File: src/rtl/operand_fanout_queue.sv
// operand_fanout_queue
// Buffers VRF read data and fans each beat out to a set of consumer ports.
// A command (beat count + consumer mask) selects which consumers receive the
// next cmd_len beats. A beat leaves the data FIFO only after every masked
// consumer has accepted it. Consumers may accept in any order and each one
// sees the beat exactly once. Read credits keep the data FIFO from overflowing.
//
// Optional feature: define ARA_OPQ_BYPASS_EN to forward incoming data straight
// to the consumers when the data FIFO is empty, which gives zero-cycle latency.
//
// FSM states:
//   state     | meaning
//   ----------+-----------------------------------------------
//   ST_IDLE   | command FIFO empty, nothing offered
//   ST_STREAM | head command active, beats offered to consumers
module operand_fanout_queue #(
    parameter int unsigned DataWidth    = 64,
    parameter int unsigned DataBufDepth = 4,
    parameter int unsigned CmdBufDepth  = 4,
    parameter int unsigned NrConsumers  = 3,
    parameter int unsigned LenWidth     = 16
) (
    input  logic                   clk_i,
    input  logic                   rst_ni,
    input  logic [LenWidth-1:0]    cmd_len_i,
    input  logic [NrConsumers-1:0] cmd_mask_i,
    input  logic                   cmd_valid_i,
    output logic                   cmd_ready_o,
    input  logic                   operand_issued_i,
    output logic                   operand_queue_ready_o,
    input  logic [DataWidth-1:0]   operand_i,
    input  logic                   operand_valid_i,
    output logic [DataWidth-1:0]   operand_o,
    output logic [NrConsumers-1:0] operand_valid_o,
    input  logic [NrConsumers-1:0] operand_ready_i,
    output logic                   busy_o,
    output logic                   error_o
);

    localparam int unsigned DPtrW = (DataBufDepth > 1) ? $clog2(DataBufDepth) : 1;
    localparam int unsigned DCntW = $clog2(DataBufDepth + 1);
    localparam int unsigned CPtrW = (CmdBufDepth > 1) ? $clog2(CmdBufDepth) : 1;
    localparam int unsigned CCntW = $clog2(CmdBufDepth + 1);

    localparam logic [0:0] ST_IDLE   = 1'b0;
    localparam logic [0:0] ST_STREAM = 1'b1;

    logic [DataWidth-1:0]   data_mem [DataBufDepth];
    logic [DPtrW-1:0]       data_wr_ptr, data_rd_ptr;
    logic [DCntW-1:0]       data_cnt;

    logic [LenWidth-1:0]    cmd_len_mem  [CmdBufDepth];
    logic [NrConsumers-1:0] cmd_mask_mem [CmdBufDepth];
    logic [CPtrW-1:0]       cmd_wr_ptr, cmd_rd_ptr;
    logic [CCntW-1:0]       cmd_cnt;
    logic [CCntW-1:0]       cmd_cnt_next;

    logic [DCntW-1:0]       inflight;
    logic [DCntW:0]         occupancy;
    logic [LenWidth-1:0]    beat_cnt;
    logic [NrConsumers-1:0] taken;
    logic [0:0]             state;

    logic                   data_empty, data_full, cmd_empty, cmd_full;
    logic                   cmd_push, cmd_pop, data_push, data_pop;
    logic                   credit_ok, data_accept;
    logic                   streaming, active, bypass_sel, beat_avail, offer;
    logic                   retire, last_beat;
    logic [LenWidth-1:0]    head_len;
    logic [NrConsumers-1:0] head_mask, hs;

    // Queue status, head command, credit and handshake decode
    always_comb begin
        data_empty   = (data_cnt == '0);
        data_full    = (data_cnt == DCntW'(DataBufDepth));
        cmd_empty    = (cmd_cnt == '0);
        cmd_full     = (cmd_cnt == CCntW'(CmdBufDepth));
        cmd_ready_o  = !cmd_full;
        cmd_push     = cmd_valid_i && !cmd_full;
        head_len     = cmd_len_mem[cmd_rd_ptr];
        head_mask    = cmd_mask_mem[cmd_rd_ptr];

        // Data is only legal while a read is outstanding (or issued this cycle).
        credit_ok    = (inflight != '0) || operand_issued_i;
        data_accept  = operand_valid_i && credit_ok;

        streaming    = (state == ST_STREAM) && !cmd_empty;
        active       = streaming && (head_len != '0);

`ifdef ARA_OPQ_BYPASS_EN
        bypass_sel   = active && data_empty;
        beat_avail   = bypass_sel ? data_accept : !data_empty;
        operand_o    = bypass_sel ? operand_i
                                  : (data_empty ? '0 : data_mem[data_rd_ptr]);
`else
        bypass_sel   = 1'b0;
        beat_avail   = !data_empty;
        operand_o    = data_empty ? '0 : data_mem[data_rd_ptr];
`endif

        offer           = active && beat_avail;
        operand_valid_o = offer ? (head_mask & ~taken) : '0;
        hs              = operand_valid_o & operand_ready_i;

        // An unmasked consumer counts as done, so a zero mask discards each beat.
        retire       = offer && (&(~head_mask | taken | hs));
        last_beat    = (beat_cnt == (head_len - LenWidth'(1)));
        cmd_pop      = streaming && ((head_len == '0) || (retire && last_beat));
        cmd_cnt_next = cmd_cnt + CCntW'(cmd_push) - CCntW'(cmd_pop);

        data_pop     = retire && !bypass_sel;
        // A bypassed word that retires at once never enters the FIFO.
        data_push    = data_accept && (!data_full || data_pop) && !(bypass_sel && retire);

        occupancy             = {1'b0, data_cnt} + {1'b0, inflight};
        operand_queue_ready_o = (occupancy < (DCntW+1)'(DataBufDepth));
        busy_o                = !cmd_empty || (data_cnt != '0) || (inflight != '0);
    end

    // Data FIFO storage (no reset needed; validity is tracked by data_cnt)
    always_ff @(posedge clk_i) begin
        if (data_push) begin
            data_mem[data_wr_ptr] <= operand_i;
        end
    end

    // Command FIFO storage
    always_ff @(posedge clk_i) begin
        if (cmd_push) begin
            cmd_len_mem[cmd_wr_ptr]  <= cmd_len_i;
            cmd_mask_mem[cmd_wr_ptr] <= cmd_mask_i;
        end
    end

    // Data FIFO pointers and fill level
    always_ff @(posedge clk_i or negedge rst_ni) begin
        if (!rst_ni) begin
            data_wr_ptr <= '0;
            data_rd_ptr <= '0;
            data_cnt    <= '0;
        end else begin
            if (data_push) begin
                data_wr_ptr <= (data_wr_ptr == DPtrW'(DataBufDepth - 1)) ? '0 : data_wr_ptr + 1'b1;
            end
            if (data_pop) begin
                data_rd_ptr <= (data_rd_ptr == DPtrW'(DataBufDepth - 1)) ? '0 : data_rd_ptr + 1'b1;
            end
            data_cnt <= data_cnt + DCntW'(data_push) - DCntW'(data_pop);
        end
    end

    // Command FIFO pointers and fill level
    always_ff @(posedge clk_i or negedge rst_ni) begin
        if (!rst_ni) begin
            cmd_wr_ptr <= '0;
            cmd_rd_ptr <= '0;
            cmd_cnt    <= '0;
        end else begin
            if (cmd_push) begin
                cmd_wr_ptr <= (cmd_wr_ptr == CPtrW'(CmdBufDepth - 1)) ? '0 : cmd_wr_ptr + 1'b1;
            end
            if (cmd_pop) begin
                cmd_rd_ptr <= (cmd_rd_ptr == CPtrW'(CmdBufDepth - 1)) ? '0 : cmd_rd_ptr + 1'b1;
            end
            cmd_cnt <= cmd_cnt_next;
        end
    end

    // Outstanding read credits and sticky error for uncredited data
    always_ff @(posedge clk_i or negedge rst_ni) begin
        if (!rst_ni) begin
            inflight <= '0;
            error_o  <= 1'b0;
        end else begin
            if (operand_issued_i && !data_accept) begin
                inflight <= inflight + 1'b1;
            end else if (!operand_issued_i && data_accept) begin
                inflight <= inflight - 1'b1;
            end
            if (operand_valid_i && !credit_ok) begin
                error_o <= 1'b1;
            end
        end
    end

    // Beat counter and per-consumer taken flags for the head beat
    always_ff @(posedge clk_i or negedge rst_ni) begin
        if (!rst_ni) begin
            beat_cnt <= '0;
            taken    <= '0;
        end else begin
            if (cmd_pop) begin
                beat_cnt <= '0;
            end else if (retire) begin
                beat_cnt <= beat_cnt + 1'b1;
            end
            if (retire) begin
                taken <= '0;
            end else begin
                taken <= taken | hs;
            end
        end
    end

    // IDLE/STREAM sequencing
    always_ff @(posedge clk_i or negedge rst_ni) begin
        if (!rst_ni) begin
            state <= ST_IDLE;
        end else begin
            case (state)
                ST_IDLE:   if (!cmd_empty) state <= ST_STREAM;
                ST_STREAM: if (cmd_pop && (cmd_cnt_next == '0)) state <= ST_IDLE;
                default:   state <= ST_IDLE;
            endcase
        end
    end

endmodule

File: config.mk
export PLATFORM = sky130hd
export DESIGN_NAME = operand_fanout_queue
export DESIGN_NICKNAME = d
export VERILOG_FILES = /design/src/rtl/operand_fanout_queue.sv
export SDC_FILE = /design/constraint.sdc
export NUM_CORES = 1
export LEC_CHECK = 0
export CAP_MARGIN = 20
export CORE_AREA = 4 4 199 201
export DETAILED_ROUTE_END_ITERATION = 12
export DIE_AREA = 0 0 203 205
export PLACE_DENSITY = 0.6
export SETUP_SLACK_MARGIN = 0.3
export SYNTH_ARGS = -nofsm -noshare
export SYNTH_HDL_FRONTEND = slang
export SYNTH_SLANG_ARGS = --single-unit
File: constraint.sdc
create_clock -name clk_i -period 4.2 [get_ports clk_i]
set_clock_uncertainty 0.05 [all_clocks]
set_input_delay 0.63 -clock clk_i [delete_from_list [all_inputs] [get_ports clk_i]]
set_output_delay 0.63 -clock clk_i [all_outputs]
set_load 0.02 [all_outputs]
## Word level (Yosys, flattened, before mapping)

Memory sizes are Yosys's and may differ from the RTL's.
Cells that the tools add are included.

- RAM bits: 332
- Memories kept: 3
- ROM bits: 0
- Register bits after elaboration: 38
- Logic and storage cells: 96
- Input bits: 91
- Bits in latches: 0

- Shifts and indexed selects: 0
- Equal/unequal tests: 7
- Add/sub/neg operators: 13
- Multipliers: 0
- Multiplexer cells: 18
- Bitwise gates (word level): 8
- $lt $le $gt $ge: 1
- Divide/modulo/power cells: 0
- Reduce and logical (&&, ||, !) cells: 35

Memory list:

| name | words | width | read ports | clocked after memory_dff | wr ports | RTL line | source |
|---|---|---|---|---|---|---|---|
| data_mem | 4 | 64 | 1 | 0 | 1 | 48 | `logic [DataWidth-1:0] data_mem [DataBufDepth];` |
| cmd_len_mem | 4 | 16 | 1 | 0 | 1 | 52 | `logic [LenWidth-1:0] cmd_len_mem [CmdBufDepth];` |
| cmd_mask_mem | 4 | 3 | 1 | 0 | 1 | 53 | `logic [NrConsumers-1:0] cmd_mask_mem [CmdBufDepth];` |

Operators with widths:

| kind | number |
|---|---|
| 2-to-1 mux 64 bit | 1 |
| 2-to-1 mux 16 bit | 2 |
| adder 16 x 1 -> 16 bit (second input constant) | 1 |
| == test 16 bit | 1 |
| logical NOT 16 bit | 1 |
| nonzero test 16 bit | 1 |
| subtractor 16 x 1 -> 16 bit (second input constant) | 1 |
| logical AND 1 bit | 13 |
| 2-to-1 mux 3 bit | 4 |
| logical NOT 3 bit | 3 |
| bitwise OR 3 bit | 3 |
| adder 2 x 1 -> 2 bit (second input constant) | 4 |
| == test 2 bit (second input constant) | 4 |
| 2-to-1 mux 2 bit | 4 |
| logical NOT 1 bit | 7 |
| adder 3 x 1 -> 3 bit | 2 |
| AND 3 bit | 2 |
| == test 3 bit (second input constant) | 2 |
| 2-to-1 mux 1 bit | 6 |
| NOT 3 bit | 2 |
| nonzero test 3 bit | 2 |
| subtractor 3 x 1 -> 3 bit | 2 |
| logical OR 1 bit | 5 |
| adder 3 x 3 -> 4 bit | 1 |
| other kinds (7) | 8 |

## Longest topological paths before layout

- Depth after elaboration: 18
- Depth in mapped cells: 21
- Gate-level depth less buffers: 19

## Least setup slack after synthesis

Ideal clock, no wire load.

- Path type: flip-flop to flip-flop
- Start: reg cmd_rd_ptr[0]
- End: mem data_mem[3][0] (enable)
- Stages on the path, launching flop included: 10
- Buffers on the path: 3
- Setup time: 0.429 ns
- Arrival time: 3.817 ns
- Data required time: 3.721 ns
- Setup slack: -0.095 ns
- Clock period less this slack: 4.295 ns
- Cells stage by stage: dfrtp_1 > buf_6 > buf_4 > buf_6 > mux4_2 > a211oi_1 > o221a_2 > nand2_1 > a31oi_1 > and2_1

- Cells in the longest elaborated chain, start to end: 13

RTL lines:

| what | RTL line | source |
|---|---|---|
| start: declaration | 54 | `logic [CPtrW-1:0] cmd_wr_ptr, cmd_rd_ptr;` |
| start signal: assignment | 163 | `cmd_rd_ptr <= (cmd_rd_ptr == CPtrW'(CmdBufDepth - 1)) ? '0 : cmd_rd_ptr + 1'b1;` |
| memory (4 x 16 bit) | -- |  |
| nonzero test 16 bit | 88 | `active = streaming && (head_len != '0);` |
| logical AND 1 bit | 88 |  |
| logical AND 1 bit | 101 | `offer = active && beat_avail;` |
| 2-to-1 mux 3 bit | 102 | `operand_valid_o = offer ? (head_mask & ~taken) : '0;` |
| AND 3 bit | 103 | `hs = operand_valid_o & operand_ready_i;` |
| bitwise OR 3 bit | 106 | `retire = offer && (&(~head_mask \| taken \| hs));` |
| AND reduction 3 bit | 106 |  |
| logical AND 1 bit * | 106 |  |
| logical OR 1 bit * | 113 | `data_push = data_accept && (!data_full \|\| data_pop) && !(bypass_sel && retire);` |
| logical AND 1 bit * | 113 |  |
| 2-to-1 mux 1 bit * | 122 | `if (data_push) begin` |
| 2-to-1 mux 1 bit (not written as such) * | 123 | `data_mem[data_wr_ptr] <= operand_i;` |
| end: declaration | 48 |  |

Mark *: on every way between the ends. The rest lies on a longest branch, timed or not.

## Worst setup path in the final report

- Start: reg cmd_rd_ptr[0]
- End: reg state

- Cells in the longest elaborated chain, start to end: 17

RTL lines:

| what | RTL line | source |
|---|---|---|
| branches (longest 10 deep; another with memory (4 x 16 bit)) | -- |  |
| logical OR 1 bit * | 108 | `cmd_pop = streaming && ((head_len == '0) \|\| (retire && last_beat));` |
| logical AND 1 bit * | 108 |  |
| subtractor 3 x 1 -> 3 bit * | 109 | `cmd_cnt_next = cmd_cnt + CCntW'(cmd_push) - CCntW'(cmd_pop);` |
| net cmd_cnt_next[2] | 56 | `logic [CCntW-1:0] cmd_cnt_next;` |
| logical NOT 3 bit * | 212 | `ST_STREAM: if (cmd_pop && (cmd_cnt_next == '0)) state <= ST_IDLE;` |
| logical AND 1 bit * | 212 |  |
| 2-to-1 mux 1 bit * | 212 |  |
| case mux 1 bit (2 select lines) * | 210 | `case (state)` |
| end signal: assignment | 211 | `ST_IDLE: if (!cmd_empty) state <= ST_STREAM;` |
| end signal: assignment | 212 |  |
| end signal: assignment | 213 | `default: state <= ST_IDLE;` |
| end: declaration | 62 | `logic [0:0] state;` |

Mark *: on every way through the listed nets, which the timed path passes.
A chain may end at the register's enable or synchronous reset.

==> results_dict.tcl <==
set metrics [dict create \
    routedWlPerCell_um 19.9 \
    clk_pin_slew_ns 0.06 \
    synth_edf_count 332 \
    die_w_um 203 \
    die_y_um 205 \
    post_layout_nonfiller_instances 1556 \
    ys_seq_elements 370 \
    cts.sinks 370 \
    synth_cell_types 49 \
    drt-pass1-iter-count 5 \
    synthCells 791 \
    numCtsBuffers 41 \
    seq_area_frac_synth_pct 72.7 \
    core_area_um2 37600 \
    num_vias 7844 \
    period_needed_ns 4.34 \
    ys_async_sr_fraction_pct 10.3 \
    drv_slew 0 \
    ant_nets 0 \
    htreeDepth 2 \
    core.rowCount 71 \
    r2r_end "state$_DFF_PN0_" \
    antenna_found_initial 1 \
    grt_pass1_wl_um 47100 \
    setup_viol 2 \
    worstSetupEndpointType "flip-flop" \
    grt_use_total_pct 14.7 \
    p_per_area_nw_per_um2 702 \
    detail_route.vias_per_cell 5.04 \
    placed_area_um2 17500 \
    syn_area_per_cell_um2 19.0 \
    max_freq_mhz 230 \
    routed_wirelength_um 31000 \
    timing.final.crit_share_pct 103 \
    clockBufferDepth 3 \
    synth_area_um2 15000 \
    fin_area_um2 19000 \
    drv_cap 0 \
    rsz0062_at_grt "yes" \
    yosys.cell_count.top_type "edfxtp_1" \
    violations "setup timing" \
    drc_errors 0 \
    place_inst 1474 \
    dpl.hpwl_um 18700 \
    worstMarginPinSlew_ns 0.999 \
    irDropWorstVdd_mv 0.380 \
    dieArea_um2 41600 \
    drive_gt1_share_pct 22.2 \
    postCtsHoldBufs 0 \
    final_core_util_pct 50.6 \
    clk_latency_ns 0.55 \
    first_iter_violations 365 \
    yosys.area.top_type "edfxtp_1" \
    r2r_start "cmd_rd_ptr[0]$_DFFE_PN0N_" \
    ios 162 \
    ys_warn_count 0 \
    maxSlewHeadroom_pct 33.4 \
    synth.net_count 905 \
    fin_ws_ns -0.139 \
    final_hold_viol_count 0 \
    cp_max_fo 6 \
    min_path_type "in -> async" \
    place_congestion 0.777 \
    synth_commonest_cells "edfxtp_1, mux4_2, nor2b_1" \
    start_kind "flip-flop" \
    fin_nets 1130 \
    dominantRegCellSynth "edfxtp_1" \
    critPathArrivalTime_ns 4.71 \
    r2r_cells 17 \
    numPortBuffers 161 \
    synthTopCellsByArea "edfxtp_1, mux4_2, dfrtp_1" \
    grt_pass1_vias 8093 \
    synth_top_area_share_pct 66.4 \
    p_leak_nw 6.50 \
    status "finished with violations" \
    cts_tree "built" \
    crit_required_ns 4.57 \
    criticalPathCategory "reg -> reg" \
    grt-ovfl-total 0 \
    grt_max_degree 67 \
    area_growth_pct 26.5 \
    ff2ff_setup_slack_ns -0.14 \
    initial_core_util_pct 40.0 \
    diodes 0 \
    cts_root_buf "clkbuf_16" \
]
## cell type report
cell class / instances / area [um^2]
clock buffer: 51 / 1110
clock inverter: 21 / 201
fill: 3096 / 18600
inverter: 19 / 71.3
multi-input combinational: 377 / 4040
sequential: 370 / 10900
tap: 511 / 639
timing repair buffer: 207 / 2010
## layer usage
| layer | GRT usage (%) | part of all wire [%] | wire length, um | vias up |
|---|---|---|---|---|
| li1 | - | - | - | 3572 |
| met3 | 2.98 | 5.6 | 1730 | 52 |
| met2 | 24.7 | 49 | 15100 | 213 |
| met5 | 0 | 0.042 | 13 | - |
| met1 | 19.4 | 43 | 13500 | 4005 |
| met4 | 4.53 | 2.0 | 625 | 2 |
## state kept, by name (all words and copies together), names as in the netlist
| signal | cells |
|---|---|
| data_wr_ptr | 2 |
| cmd_len_mem | 64 |
| cmd_wr_ptr | 2 |
| cmd_mask_mem | 12 |
| inflight | 3 |
| beat_cnt | 16 |
| taken | 3 |
| data_cnt | 3 |
| data_mem | 256 |
| state | 1 |
| cmd_cnt | 3 |
| cmd_rd_ptr | 2 |
| data_rd_ptr | 2 |
| error_o | 1 |
## critical path, cell delays in order (launching register included)
cell,delay (ns)
dfrtp_1,0.39
buf_12,0.14
mux4_2,0.52
or4_4,0.60
and4b_1,0.32
mux2_4,0.30
mux2i_1,0.14
o21ai_1,0.11
a41o_1,0.22
ha_1,0.27
inv_1,0.06
ha_1,0.12
inv_1,0.05
fa_2,0.34
xnor2_2,0.15
xnor2_2,0.16
nor3_2,0.17
a21oi_1,0.08
## through the flow
stage	setup WS, ns	TNS [ns]	total power, mW	hold slack [ns]
5_1_grt	-0.319	-0.493	14.1	0.236
2_1_floorplan	0.0995	0	7.93	0.284
3_5_place_dp	-0.148	-0.148	9.91	0.415
3_3_place_gp	-0.0335	-0.0335	9.87	0.403
6_report	-0.139	-0.146	13.3	0.156
4_1_cts	-0.126	-0.126	13.4	0.167
## power breakdown
group | switching [mW] | internal [mW]
clock | 1.39 | 2.07
combinational | 2.36 | 2.28
sequential | 0.387 | 4.85
total | 4.14 | 9.20
## cells by family after synthesis
logic type               count (synthesis)  synth area share [%]
flip-flops                             370                  72.7
AND/OR/NAND/NOR                        189                  6.97
multiplexers                            92                  13.1
buffers and inverters                   48                  1.39
XOR/XNOR                                43                  2.51
AO/OA/AOI/OAI                           26                  1.23
adder cells (fa/ha/maj)                 23                  2.07
## placed cells by master (no fill, tap or decap), types with 4 or more instances in the layout
cell type,n
buf_4,41
nor2b_1,65
clkbuf_16,42
mux4_2,83
nand2_1,23
xnor2_1,23
nor4_1,4
buf_12,5
clkbuf_1,6
xor2_1,17
ha_1,19
clkdlybuf4s50_1,157
inv_1,17
and2_4,8
edfxtp_1,332
nor3_1,7
dfrtp_1,36
mux2_2,4
clkinv_2,4
clkinv_1,9
and3_1,9
nor2_1,38
nand4_1,9
## how the worst max path moves through the flow
stage / start / end / slack [ns] / depth (start not counted)
after floorplan: cmd_rd_ptr[0]$_DFFE_PN0N_ / state$_DFF_PN0_ / 0.1 / 17
after global placement: cmd_rd_ptr[0]$_DFFE_PN0N_ / state$_DFF_PN0_ / -0.03 / 17
after detailed placement: cmd_rd_ptr[0]$_DFFE_PN0N_ / state$_DFF_PN0_ / -0.15 / 21
after CTS: cmd_rd_ptr[0]$_DFFE_PN0N_ / state$_DFF_PN0_ / -0.13 / 17
after global routing: cmd_rd_ptr[0]$_DFFE_PN0N_ / state$_DFF_PN0_ / -0.32 / 17
final: cmd_rd_ptr[0]$_DFFE_PN0N_ / state$_DFF_PN0_ / -0.14 / 17
## repair_timing
action / in CTS / in global routing
setup buffers: 2 / 4
gates resized for setup: 15 / 23
pin swaps: 0 / 15
setup endpoints to repair: 6 / 280
gates cloned: 0 / 4
No activity file was read; power rests on OpenSTA's default activity.
